<file path="config.mk">
export PLATFORM = sky130hd
export DESIGN_NAME = fpmul_scheduler
export DESIGN_NICKNAME = d
export VERILOG_FILES = /design/src/rtl/fpmul_pkg.sv /design/src/rtl/rr_arbiter.sv /design/src/rtl/fpmul_scheduler.sv
export SDC_FILE = /design/constraint.sdc
export NUM_CORES = 1
export LEC_CHECK = 0
export ABC_AREA = 1
export CORE_AREA = 4 4 158 160
export CTS_CLUSTER_SIZE = 25
export DETAILED_ROUTE_END_ITERATION = 7
export DIE_AREA = 0 0 162 164
export PLACE_DENSITY = 0.69
export SLEW_MARGIN = 20
export SYNTH_ARGS = -nofsm -noshare
export SYNTH_HDL_FRONTEND = slang
export SYNTH_HIERARCHICAL = 1
export SYNTH_SLANG_ARGS = --single-unit
</file>
<file path="constraint.sdc">
create_clock -name clk -period 3.1 [get_ports clk]
set_input_delay 0.62 -clock clk [delete_from_list [all_inputs] [get_ports clk]]
set_output_delay 0.62 -clock clk [all_outputs]
set_load 0.005 [all_outputs]
</file>
<file path="src/rtl/fpmul_pkg.sv">
// fpmul_pkg: shared types and constants for the FP32 multiplier scheduler.
//   FP_W        - width of an FP32 operand/result
//   LAT_W       - width of the settle-latency down-counter
//   fpm_state_t - scheduler state (IDLE, EXEC, DONE)
package fpmul_pkg;

    localparam int FP_W  = 32;
    localparam int LAT_W = 4;

    typedef enum logic [1:0] {
        IDLE = 2'd0,
        EXEC = 2'd1,
        DONE = 2'd2
    } fpm_state_t;

endpackage

</file>
<file path="src/rtl/rr_arbiter.sv">
// rr_arbiter: purely combinational round-robin pick.
//   req_i  - request vector, one bit per requester
//   ptr_i  - highest-priority index; priority descends ptr, ptr+1, ... mod NUM_REQ
//   gnt_o  - one-hot grant (all-zero when nothing is requested)
//   idx_o  - encoded index of the granted requester (0 when nothing is requested)
// The pointer register lives in the caller.
module rr_arbiter #(
    parameter int NUM_REQ = 4,
    parameter int ID_W    = $clog2(NUM_REQ)
) (
    input  logic [NUM_REQ-1:0] req_i,
    input  logic [ID_W-1:0]    ptr_i,
    output logic [NUM_REQ-1:0] gnt_o,
    output logic [ID_W-1:0]    idx_o
);

    logic [ID_W-1:0] cand;
    logic            found;

    // NOTE: every variable written here gets a default before any branch, so
    // no path leaves a value unassigned and no latch is inferred.
    always_comb begin
        gnt_o = '0;
        idx_o = '0;
        cand  = '0;
        found = 1'b0;
        for (int k = 0; k < NUM_REQ; k++) begin
            cand = ID_W'((int'(ptr_i) + k) % NUM_REQ);
            if (!found && req_i[cand]) begin
                found       = 1'b1;
                gnt_o[cand] = 1'b1;
                idx_o       = cand;
            end
        end
    end

endmodule

</file>
<file path="src/rtl/fpmul_scheduler.sv">
// fpmul_scheduler: shares one combinational FP32 multiplier among NUM_REQ
// requesters, one operation in flight at a time.
//   req_valid/req_a/req_b/req_ready - per-requester request channel; slice i
//                                      of req_a/req_b belongs to requester i
//   mul_a/mul_b (out), mul_out (in)  - registered operands to, and product
//                                      from, the external multiplier
//   rsp_valid/rsp_ready/rsp_data/rsp_id - single response channel
//   busy     - high whenever an operation is held
//   op_count - completed responses, wraps silently
// The block moves FP words unchanged; all arithmetic is in the multiplier.
module fpmul_scheduler
    import fpmul_pkg::*;
#(
    parameter int NUM_REQ = 4,
    parameter int ID_W    = $clog2(NUM_REQ),
    parameter int MUL_LAT = 1
) (
    input  logic                    clk,
    input  logic                    rst_n,
    input  logic [NUM_REQ-1:0]      req_valid,
    input  logic [NUM_REQ*FP_W-1:0] req_a,
    input  logic [NUM_REQ*FP_W-1:0] req_b,
    output logic [NUM_REQ-1:0]      req_ready,
    output logic [FP_W-1:0]         mul_a,
    output logic [FP_W-1:0]         mul_b,
    input  logic [FP_W-1:0]         mul_out,
    output logic                    rsp_valid,
    input  logic                    rsp_ready,
    output logic [FP_W-1:0]         rsp_data,
    output logic [ID_W-1:0]         rsp_id,
    output logic                    busy,
    output logic [15:0]             op_count
);

    fpm_state_t       state_q,    state_d;
    logic [ID_W-1:0]  rr_ptr_q,   rr_ptr_d;
    logic [LAT_W-1:0] lat_cnt_q,  lat_cnt_d;
    logic [FP_W-1:0]  mul_a_q,    mul_a_d;
    logic [FP_W-1:0]  mul_b_q,    mul_b_d;
    logic [FP_W-1:0]  rsp_data_q, rsp_data_d;
    logic [ID_W-1:0]  rsp_id_q,   rsp_id_d;
    logic [15:0]      op_count_q, op_count_d;

    logic [NUM_REQ-1:0] arb_gnt;
    logic [ID_W-1:0]    arb_idx;

    rr_arbiter #(
        .NUM_REQ (NUM_REQ),
        .ID_W    (ID_W)
    ) u_arb (
        .req_i (req_valid),
        .ptr_i (rr_ptr_q),
        .gnt_o (arb_gnt),
        .idx_o (arb_idx)
    );

    always_comb begin
        state_d    = state_q;
        rr_ptr_d   = rr_ptr_q;
        lat_cnt_d  = lat_cnt_q;
        mul_a_d    = mul_a_q;
        mul_b_d    = mul_b_q;
        rsp_data_d = rsp_data_q;
        rsp_id_d   = rsp_id_q;
        op_count_d = op_count_q;
        req_ready  = '0;

        case (state_q)
            IDLE: begin
                if (|req_valid) begin
                    req_ready = arb_gnt;
                    mul_a_d   = req_a[int'(arb_idx)*FP_W +: FP_W];
                    mul_b_d   = req_b[int'(arb_idx)*FP_W +: FP_W];
                    rsp_id_d  = arb_idx;
                    lat_cnt_d = LAT_W'(MUL_LAT);
                    // Winner drops to lowest priority; explicit wrap keeps this
                    // correct when NUM_REQ is not a power of two.
                    rr_ptr_d  = (arb_idx == ID_W'(NUM_REQ - 1)) ? '0 : arb_idx + 1'b1;
                    state_d   = EXEC;
                end
            end
            EXEC: begin
                lat_cnt_d = lat_cnt_q - 1'b1;
                // Last settle cycle: the multiplier output is valid now.
                if (lat_cnt_q == LAT_W'(1)) begin
                    rsp_data_d = mul_out;
                    state_d    = DONE;
                end
            end
            DONE: begin
                // No grant in the handshake cycle; arbitration resumes in IDLE.
                if (rsp_ready) begin
                    op_count_d = op_count_q + 1'b1;
                    state_d    = IDLE;
                end
            end
            default: state_d = IDLE;
        endcase
    end

    // NOTE: state registers use non-blocking assignments so every register
    // samples the pre-edge values, independent of statement order.
    always_ff @(posedge clk or negedge rst_n) begin
        if (!rst_n) begin
            state_q    <= IDLE;
            rr_ptr_q   <= '0;
            lat_cnt_q  <= '0;
            mul_a_q    <= '0;
            mul_b_q    <= '0;
            rsp_data_q <= '0;
            rsp_id_q   <= '0;
            op_count_q <= '0;
        end else begin
            state_q    <= state_d;
            rr_ptr_q   <= rr_ptr_d;
            lat_cnt_q  <= lat_cnt_d;
            mul_a_q    <= mul_a_d;
            mul_b_q    <= mul_b_d;
            rsp_data_q <= rsp_data_d;
            rsp_id_q   <= rsp_id_d;
            op_count_q <= op_count_d;
        end
    end

    assign mul_a     = mul_a_q;
    assign mul_b     = mul_b_q;
    assign rsp_data  = rsp_data_q;
    assign rsp_id    = rsp_id_q;
    assign op_count  = op_count_q;
    assign rsp_valid = (state_q == DONE);
    assign busy      = (state_q != IDLE);

endmodule
</file>
==> run summary <==
CTS H-Tree Depth: 4
DRT antenna net count: 0
post-route cell area: 12400 um2
PnR worst setup slack: 158 ps
layout cells sized above 1: 5.81%
Slew @ Worst Pin: 854 ps
die height: 164 um
Placer Congestion: 0.898
crit path capture type: output port
register area share after synthesis: 42.7%
Setup Crit Path Kind: in2out
Clock Sink Count: 122
setup TNS: 0 ps
mapped cell area: 7150 um2
CP Launch Type: input port
Residual DRC: 0
total power: 14.5 mW
Slew Limit Headroom: 43.0%
WP buf/inv: 5
drt via density: 4.75
largest net degree at the start of global routing: 71
Worst-path clk slew: 70 ps
fmax: 340 MHz
chip width: 162 um
CTS tree: built
worst hold path class: in2async
Final Max Slew Viols: 0
VDD IR-drop max: 983 uV
most frequent cells in the layout: 408 x clkdlybuf4s50_1, 238 x nor2_1, 207 x nand2_1
Syn Nets: 1322
final core utilization: 52.9%
register area: 3050 um2
vias in the first global route: 7798
initial core utilization: 30.6%
static leakage: 5.45 nW
total wire length: 28.5 mm
CTS Buffer Depth: 2
Final period util: 94.9%
commonest non-fill, non-tap cell in the layout: clkdlybuf4s50_1
root buffer cell: clkbuf_16
GRT overflow: 0
drt wl/cell: 16.3 um
critical-path cell list: clkdlybuf4s50_1 > inv_1 > nand2_1 > nand3_1 > nand2_2 > nor2_8 > buf_4 > nand3_1 > nand3_1 > inv_1 > nor2_1 > dlygate4sd2_1
num ports: 415
iteration count of the initial detailed-routing pass: 5
fin crit period: 2940 ps
Final Hold Fails: 0
power density relative to cell area: 1170 nW/um2
Post-CTS Setup Bufs: 0
final std cells w/o fill: 1750
critical path arrival: 2320 ps
CORE AREA: 23400 um2
multi-input combinational cell area: 3550 um2
crit-path most repeated cell: nand3_1
placed cell count: 1715
GRT Util Overall: 20.6%
critical path data required time: 2480 ps
cell count after synthesis: 1018
area delta synth->final: 73.1%
Iteration-0 DRC Markers: 478
CP max stage cell: clkdlybuf4s50_1
filler cell count: 2324
worst-skew pair later-pin latency: 420 ps
status: complete, no violations
crit path max fanout: 5
RSZ-0062 raised after global routing: false
Final Setup Violations: 0
slowest stage delay, CP: 460 ps
initial antenna violation count: 2
die area: 26600 um2
post-place setup slack: -130 ps
Clock Skew: 12.9 ps
Net count, final: 1719
Mapped Avg Cell Area: 7.03 um2
DP HPWL: 21.8 mm
library cells used by synthesis: 29
global-route wire length before repair: 43.4 mm
Placed Area: 11700 um2
# port buffers: 414
vias after detailed routing: 8312
Synth Warn #: 6
Fin Hold WS: 163 ps
Max-cap violations: 0
# rows: 56
Seq cells post-synth: 122
Num CTS Buffers: 17
CP top delay family: buffers and inverters
-- cell usage after synthesis, drive strengths merged --
cell type | count | area, um2
a21boi | 4 | 30.0
a21oi | 5 | 25.0
a31oi | 27 | 169
buf | 40 | 218
clkbuf | 25 | 93.8
dfrtp | 122 | 3050
ha | 9 | 113
inv | 71 | 272
nand2 | 213 | 830
nand3 | 33 | 183
nand4 | 7 | 43.8
nor2 | 243 | 933
o21ai | 167 | 836
o22ai | 39 | 244
o31ai | 1 | 7.51
xnor2 | 8 | 70.1
xor2 | 4 | 35.0
-- sequential cells by signal, indices dropped and copies added (netlist names) --
register,flops
lat_cnt_q,4
mul_a,32
rr_ptr_q,2
mul_b,32
rsp_data,32
rsp_id,2
state_q,2
op_count,16
-- metal layers --
metal | up-vias | global-route usage (%) | part of all wire, %
met2 | 311 | 34.6 | 48
li1 | 4117 | - | -
met1 | 3844 | 25.8 | 42
met5 | - | 0 | 0
met3 | 40 | 6.17 | 7.4
met4 | 0 | 6.04 | 2.1
-- final cells by class --
cell class,count,area share [%]
Antenna cell,3,0.0606
Multi-Input combinational cell,760,28.7
Sequential cell,122,24.7
Inverter,71,2.20
Clock buffer,17,3.44
Tap cell,319,3.22
Timing Repair Buffer,443,36.1
Clock inverter,15,1.65
-- final timing paths --
| kind | slack, ps | to | depth (start not counted) | startpoint |
|---|---|---|---|---|
| min reg2reg | 480 | mul_b[3] | 2 | mul_b[3] |
| max in group asynchronous | 2230 | mul_a[29] | 2 | rst_n |
| min in group clk | 480 | mul_b[3] | 2 | mul_b[3] |
| max reg2reg | 500 | mul_b[25] | 16 | rr_ptr_q[0] |
| max | 160 | req_ready[3] | 12 | req_valid[2] |
| min | 160 | op_count[6] | 1 | rst_n |
-- cells by family after synthesis --
logic type                 synth area share (%)
and+or+nand+nor                            27.8
buffers and inverters                      8.15
adders and majority gates                  1.57
xor gates and xnor gates                   1.47
DFF                                        42.7
AOI/OAI and AO/OA                          18.3
-- report_power, final --
part / leakage (nW) / internal [mW] / total [mW] / switching, mW
Clock: 0.312 / 1.30 / 2.15 / 0.847
Combinational: 3.66 / 4.19 / 9.58 / 5.39
Sequential: 1.48 / 2.35 / 2.76 / 0.410
Total: 5.45 / 7.85 / 14.5 / 6.65
-- repair_timing --
| item | in CTS | in global routing |
|---|---|---|
| gates resized for setup | 7 | 0 |
| hold buffers | 0 | 0 |
| setup endpoints to repair | 4 | 0 |
| endpoints found under the hold margin | 0 | 0 |
Power figures use the tool's default switching activity.
